**config.mk**
```make
export PLATFORM = sky130hd
export DESIGN_NAME = multicycle_ctrl
export DESIGN_NICKNAME = d
export VERILOG_FILES = /design/src/rtl/multicycle_pkg.sv /design/src/rtl/mem_wait_timer.sv /design/src/rtl/multicycle_ctrl.sv
export SDC_FILE = /design/constraint.sdc
export NUM_CORES = 1
export LEC_CHECK = 0
export BUFFER_PORTS_ARGS = -buffer_cell sky130_fd_sc_hd__buf_2
export CAP_MARGIN = 20
export CORE_MARGIN = 2
export CORE_UTILIZATION = 49
export CTS_CLUSTER_SIZE = 20
export DETAILED_ROUTE_END_ITERATION = 10
export PLACE_DENSITY_LB_ADDON = 0.05
export RECOVER_POWER = 50
export SYNTH_ARGS = -nofsm -noshare
export SYNTH_HDL_FRONTEND = slang
export SYNTH_SLANG_ARGS = --single-unit
```
**constraint.sdc**
```tcl
create_clock -name clk_i -period 1.5 [get_ports clk_i]
set_input_delay 0 -clock clk_i [delete_from_list [all_inputs] [get_ports clk_i]]
set_output_delay 0 -clock clk_i [all_outputs]
set_load 0.05 [all_outputs]
```
**src/rtl/multicycle_pkg.sv**
```systemverilog
// Shared constants for the multi-cycle MIPS-subset controller: opcodes, ALU operation
// codes, FSM state encoding and small opcode-decode helpers.
package multicycle_pkg;

    // Opcodes recognised by the controller
    localparam logic [5:0] OP_RTYPE = 6'd0;
    localparam logic [5:0] OP_BEQ   = 6'd4;
    localparam logic [5:0] OP_BNE   = 6'd5;
    localparam logic [5:0] OP_ADDI  = 6'd8;
    localparam logic [5:0] OP_ORI   = 6'd13;
    localparam logic [5:0] OP_LUI   = 6'd15;
    localparam logic [5:0] OP_LW    = 6'd35;
    localparam logic [5:0] OP_SW    = 6'd43;

    // ALU operation codes, unchanged from the single-cycle decoder
    localparam logic [2:0] ALU_RTYPE = 3'b000;
    localparam logic [2:0] ALU_BEQ   = 3'b001;
    localparam logic [2:0] ALU_BNE   = 3'b010;
    localparam logic [2:0] ALU_ADD   = 3'b011;
    localparam logic [2:0] ALU_LUI   = 3'b100;
    localparam logic [2:0] ALU_ORI   = 3'b101;

    // FSM state encoding, visible on state_o
    localparam logic [2:0] ST_IDLE   = 3'b000;
    localparam logic [2:0] ST_FETCH  = 3'b001;
    localparam logic [2:0] ST_DECODE = 3'b010;
    localparam logic [2:0] ST_EXEC   = 3'b011;
    localparam logic [2:0] ST_MEM    = 3'b100;
    localparam logic [2:0] ST_WB     = 3'b101;
    localparam logic [2:0] ST_TRAP   = 3'b111;

    function automatic logic op_legal(input logic [5:0] op);
        return (op == OP_RTYPE) || (op == OP_BEQ) || (op == OP_BNE) || (op == OP_ADDI) ||
               (op == OP_ORI) || (op == OP_LUI) || (op == OP_LW) || (op == OP_SW);
    endfunction

    function automatic logic [2:0] alu_op_of(input logic [5:0] op);
        logic [2:0] code;
        case (op)
            OP_BEQ:                   code = ALU_BEQ;
            OP_BNE:                   code = ALU_BNE;
            OP_ADDI, OP_LW, OP_SW:    code = ALU_ADD;
            OP_LUI:                   code = ALU_LUI;
            OP_ORI:                   code = ALU_ORI;
            default:                  code = ALU_RTYPE;
        endcase
        return code;
    endfunction

    // Immediate operand for every I-type arithmetic and memory instruction
    function automatic logic alu_src_of(input logic [5:0] op);
        return (op == OP_ADDI) || (op == OP_ORI) || (op == OP_LUI) || (op == OP_LW) || (op == OP_SW);
    endfunction

endpackage

```
**src/rtl/mem_wait_timer.sv**
```systemverilog
// Memory wait counter: cleared on request, counts un-acknowledged cycles, saturates
// at all-ones and flags expiry when it reaches MEM_TIMEOUT (0 disables expiry).
module mem_wait_timer #(
    parameter int MEM_TIMEOUT = 15,
    parameter int TMR_W       = 4
) (
    input  logic clk,
    input  logic rst,
    input  logic clear,
    input  logic enable,
    output logic expired
);

    localparam logic [TMR_W-1:0] LIMIT = TMR_W'(MEM_TIMEOUT);
    localparam logic [TMR_W-1:0] SAT   = '1;

    logic [TMR_W-1:0] count_reg;

    // Saturating wait-cycle count; clear has priority over counting
    always_ff @(posedge clk or posedge rst) begin
        if (rst) begin
            count_reg <= '0;
        end else if (clear) begin
            count_reg <= '0;
        end else if (enable && (count_reg != SAT)) begin
            count_reg <= count_reg + 1'b1;
        end
    end

    assign expired = (MEM_TIMEOUT != 0) && (count_reg == LIMIT);

endmodule

```
**src/rtl/multicycle_ctrl.sv**
```systemverilog
// Multi-cycle control FSM for the MIPS-subset CPU. Sequences the shared memory port,
// IR, PC, ALU and register file through IDLE/FETCH/DECODE/EXEC/MEM/WB.
// Optional feature: define MULTICYCLE_ILLEGAL_TRAP_EN to trap on illegal opcodes
// (adds trap_o and the TRAP state); otherwise illegal opcodes behave as a NOP.
// MEM_TIMEOUT must be smaller than 2**TMR_W.
module multicycle_ctrl
    import multicycle_pkg::*;
#(
    parameter int MEM_TIMEOUT = 15,
    parameter int TMR_W       = 4
) (
    input  logic       clk_i,
    input  logic       rst_i,
    input  logic [5:0] instr_op_i,
    input  logic       mem_ack_i,
    output logic       mem_req_o,
    output logic       mem_we_o,
    output logic       iord_o,
    output logic       ir_write_o,
    output logic       pc_write_o,
    output logic       branch_o,
    output logic [2:0] ALU_op_o,
    output logic       ALUSrc_o,
    output logic       RegWrite_o,
    output logic       RegDst_o,
    output logic       mem_to_reg_o,
    output logic       timeout_o,
    output logic [2:0] state_o
`ifdef MULTICYCLE_ILLEGAL_TRAP_EN
    ,
    output logic       trap_o
`endif
);

`ifdef MULTICYCLE_ILLEGAL_TRAP_EN
    localparam logic [2:0] ILLEGAL_NEXT = ST_TRAP;
`else
    localparam logic [2:0] ILLEGAL_NEXT = ST_FETCH;
`endif

    logic [2:0] state_reg;
    logic [2:0] state_next;
    logic [5:0] op_reg;
    logic       wait_state;
    logic       tmr_expired;
    logic       abandon;

    // A request is abandoned only when the timer has expired and no ack arrives
    // in that same cycle; the pulse is asserted in the abandoning cycle itself.
    assign wait_state = (state_reg == ST_FETCH) || (state_reg == ST_MEM);
    assign abandon    = wait_state && tmr_expired && !mem_ack_i;

    mem_wait_timer #(
        .MEM_TIMEOUT (MEM_TIMEOUT),
        .TMR_W       (TMR_W)
    ) u_timer (
        .clk     (clk_i),
        .rst     (rst_i),
        .clear   (!wait_state || mem_ack_i || abandon),
        .enable  (wait_state && !mem_ack_i),
        .expired (tmr_expired)
    );

    // State register and opcode latch (opcode captured on leaving DECODE)
    always_ff @(posedge clk_i or posedge rst_i) begin
        if (rst_i) begin
            state_reg <= ST_IDLE;
            op_reg    <= '0;
        end else begin
            state_reg <= state_next;
            if (state_reg == ST_DECODE) begin
                op_reg <= instr_op_i;
            end
        end
    end

    // Next-state selection
    always_comb begin
        state_next = state_reg;
        case (state_reg)
            ST_IDLE:   state_next = ST_FETCH;
            ST_FETCH: begin
                if (mem_ack_i)    state_next = ST_DECODE;
                else if (abandon) state_next = ST_FETCH;
            end
            ST_DECODE: state_next = op_legal(instr_op_i) ? ST_EXEC : ILLEGAL_NEXT;
            ST_EXEC: begin
                if ((op_reg == OP_BEQ) || (op_reg == OP_BNE))    state_next = ST_FETCH;
                else if ((op_reg == OP_LW) || (op_reg == OP_SW)) state_next = ST_MEM;
                else                                             state_next = ST_WB;
            end
            ST_MEM: begin
                if (mem_ack_i)    state_next = (op_reg == OP_SW) ? ST_FETCH : ST_WB;
                else if (abandon) state_next = ST_FETCH;
            end
            ST_WB:     state_next = ST_FETCH;
`ifdef MULTICYCLE_ILLEGAL_TRAP_EN
            ST_TRAP:   state_next = ST_TRAP;
`endif
            default:   state_next = ST_IDLE;
        endcase
    end

    // Output decode from state and latched opcode; IR/PC writes follow the fetch ack
    always_comb begin
        mem_req_o    = 1'b0;
        mem_we_o     = 1'b0;
        iord_o       = 1'b0;
        ir_write_o   = 1'b0;
        pc_write_o   = 1'b0;
        branch_o     = 1'b0;
        ALU_op_o     = ALU_RTYPE;
        ALUSrc_o     = 1'b0;
        RegWrite_o   = 1'b0;
        RegDst_o     = 1'b0;
        mem_to_reg_o = 1'b0;
        case (state_reg)
            ST_FETCH: begin
                mem_req_o  = 1'b1;
                ir_write_o = mem_ack_i;
                pc_write_o = mem_ack_i;
            end
            ST_EXEC: begin
                ALU_op_o = alu_op_of(op_reg);
                ALUSrc_o = alu_src_of(op_reg);
                branch_o = (op_reg == OP_BEQ) || (op_reg == OP_BNE);
            end
            ST_MEM: begin
                mem_req_o = 1'b1;
                iord_o    = 1'b1;
                mem_we_o  = (op_reg == OP_SW);
                ALU_op_o  = alu_op_of(op_reg);
                ALUSrc_o  = alu_src_of(op_reg);
            end
            ST_WB: begin
                RegWrite_o   = 1'b1;
                RegDst_o     = (op_reg == OP_RTYPE);
                mem_to_reg_o = (op_reg == OP_LW);
                ALU_op_o     = alu_op_of(op_reg);
                ALUSrc_o     = alu_src_of(op_reg);
            end
            default: ;
        endcase
    end

    assign timeout_o = abandon;
    assign state_o   = state_reg;
`ifdef MULTICYCLE_ILLEGAL_TRAP_EN
    assign trap_o    = (state_reg == ST_TRAP);
`endif

endmodule

```
==> flow_summary.ini <==
[global_route]
grt_use_total = 0.224
use_met1 = 0.307
grt_max_degree = 14
antenna_found_initial = 0
grt_pass1_wl_um = 3360
grt_use_met3 = 0.0120
use_met2 = 0.380
grt_pass1_vias = 764
grt_overflow = 0
grt-busiest-layer = met2

[logic_synthesis]
synth_most_common_cell = dfrtp_1
syn-cell-area_um2 = 838
synth.avg_cell_area_um2 = 9.53
synth_top_area_cell = dfrtp_1
async_reset_ff_frac = 1.00
synth_top_area_frac = 0.388
ys_ff_latch = 13
ys_seq_area_frac = 0.388
synth_commonest_cells = 13 x dfrtp_1, 11 x nor2_1, 6 x mux2_2, 6 x nand3_1
ys_warn_count = 0
yosys-top-cells-area = dfrtp_1 39%, mux2_2 8.1%, nor2_1 4.9%
yosysUniqueCellTypes = 38
synth_edf_count = 0
syn_inst = 88
synth_top_flop_cell = dfrtp_1
synth_nets = 98

[final_layout]
drive_gt1_frac = 0.578
ff_latch_area_um2 = 333
syn_to_final_growth_pct = 55.1
antennaDiodeCount = 0
fillers = 107
multi_input_area_um2 = 554
final_nets = 146
largest_register_ffs = 6

[floorplan]
pin_count = 26
dieWidth_um = 45.4
core_um2 = 1560
die_h_um = 45.4
dieArea_um2 = 2060
initial_core_util = 0.538
fp-row-count = 14

[pwr]
vdd_drop_max_mv = 1.44
p_per_area_nw_per_um2 = 1950
leakage_nw = 0.582

[critical_path]
worstPathCellList = xnor2_1, or4_4, a211oi_4, buf_6
end_kind = primary output
crit_slowest_cell = dfrtp_1
critPathKind = reg -> out
cp_max_fo = 6
worstPathArrival_ns = 1.67
cp-start-kind = flop
cp.required_ns = 1.50
cpPeakStageDelay_ns = 0.44

[sta]
setup_viol = 5
timing.final.ws_setup_ns = -0.167
slew_headroom = 0.608
hold_violations = 0
finalMaxSlewViolations = 0
period_share = 1.11
max_freq_mhz = 600
max_slew.worst_pin.slew_ns = 0.591
min_period_ns = 1.67
tns_ns = -0.309
hold_ws_ns = 0.0109
rsz0062_at_grt = yes
fin_skew_ns = 0.0108

[clocking]
cts_tree = built
htreeDepth = 1
clkTransAtPathRegs_ns = 0.07
worstSkewPairLatency_ns = 0.27
clock_path_buffers = 2
cts_sinks = 13
cts-root-buf = clkbuf_4
cts_buffers = 3

[place]
portBuffers = 25
dp_hpwl_um = 1460
gp_congestion = 0.763

[route]
drt_pre_antenna_iters = 4
avgRoutedWirePerCell_um = 14.7
drc = 0
vias = 825
wirelength_um = 2220
drtIter0Drc = 5
ant_nets = 0
vias_per_cell = 5.46

[job]
cap_violations = 0

[run_status]
status = complete, but fails checks
violations = setup timing

[worst_hold_path]
min_path_type = in -> reg
[layout by cell type, fill, tap and decap left out, types with 4 or more instances in the layout]
| cell | instances |
|---|---|
| buf_4 | 23 |
| buf_2 | 11 |
| nor2_1 | 9 |
| dfrtp_1 | 7 |
| mux2_2 | 6 |
| dfrtp_2 | 6 |
| buf_6 | 6 |
| nand3_1 | 4 |
| nand2b_1 | 4 |
| dlygate4sd3_1 | 4 |
[metrics by stage]
step / util / cells / power (W) / cell area [um^2] / setup WS (ns)
after global routing: 0.834 / 151 / 0.00268 / 1300 / -0.221
after CTS: 0.784 / 145 / 0.00239 / 1220 / -0.170
after detailed placement: 0.692 / 134 / 0.00205 / 1080 / 0.0326
after global placement: 0.692 / 134 / 0.00202 / 1080 / 0.0545
final: 0.834 / 151 / 0.00253 / 1300 / -0.167
after floorplan: - / 88 / 0.00170 / 902 / -0.0809
[metal layers]
layer / vias to the layer above / part of all wire
li1: 405 / -
met4: 0 / 0.0063
met3: 2 / 0.028
met5: - / 0
met1: 397 / 0.47
met2: 21 / 0.50
[area by class of cell]
cell class / count / area share
repair buffers: 47 / 0.267
multi-input cells: 67 / 0.426
inverters: 4 / 0.0144
clock inverters: 1 / 0.00385
well taps: 16 / 0.0154
flip-flops and latches: 13 / 0.256
clock buffers: 3 / 0.0173
[report_power, final]
| group | switching, W | internal [W] | total (W) |
|---|---|---|---|
| sequential | 0.000192 | 0.000497 | 0.000689 |
| clock | 0.000115 | 0.0000986 | 0.000213 |
| combinational | 0.000928 | 0.000703 | 0.00163 |
[final timing paths]
| check | start | endpoint | slack, ns | depth (start not counted) |
|---|---|---|---|---|
| worst max-delay path | op_reg[2]$_DFFE_PP0P_ | ALU_op_o[0] | -0.17 | 4 |
| min in group asynchronous | rst_i | u_timer.count_reg[1]$_DFFE_PP0P_ | 0.28 | 3 |
| worst min register to register | u_timer.count_reg[0]$_DFFE_PP0P_ | u_timer.count_reg[0]$_DFFE_PP0P_ | 0.47 | 1 |
| max in group asynchronous | rst_i | op_reg[1]$_DFFE_PP0P_ | 0.86 | 3 |
| worst min-delay path | instr_op_i[2] | op_reg[2]$_DFFE_PP0P_ | 0.01 | 2 |
| worst max register to register | state_o[2]$_DFF_PP0_ | state_o[2]$_DFF_PP0_ | 0.05 | 5 |
[critical path, delay by kind of cell, from the launching register on]
family / cells / cell delay [ns]
xor gates and xnor gates: 1 / 0.14
buffers and inverters: 1 / 0.18
and+or+nand+nor: 1 / 0.43
AOI/OAI and AO/OA: 1 / 0.22
DFF: 1 / 0.44
[cell families after synthesis]
family,share of synthesized area
multiplexers,0.0806
buffers and inverters,0.0477
AO/OA/AOI/OAI,0.110
flip-flops,0.388
AND/OR/NAND/NOR,0.316
XOR/XNOR,0.0418
adder cells (fa/ha/maj),0.0149
[timing repair]
| action | in CTS | in global routing |
|---|---|---|
| hold buffers | 4 | 0 |
| setup buffers | 3 | 6 |
| pin swaps | 0 | 1 |
| endpoints found under the hold margin | 16 | 0 |
| resized for setup | 20 | 15 |
| setup endpoints to repair | 9 | 18 |
(Power assumes the default switching activity.)
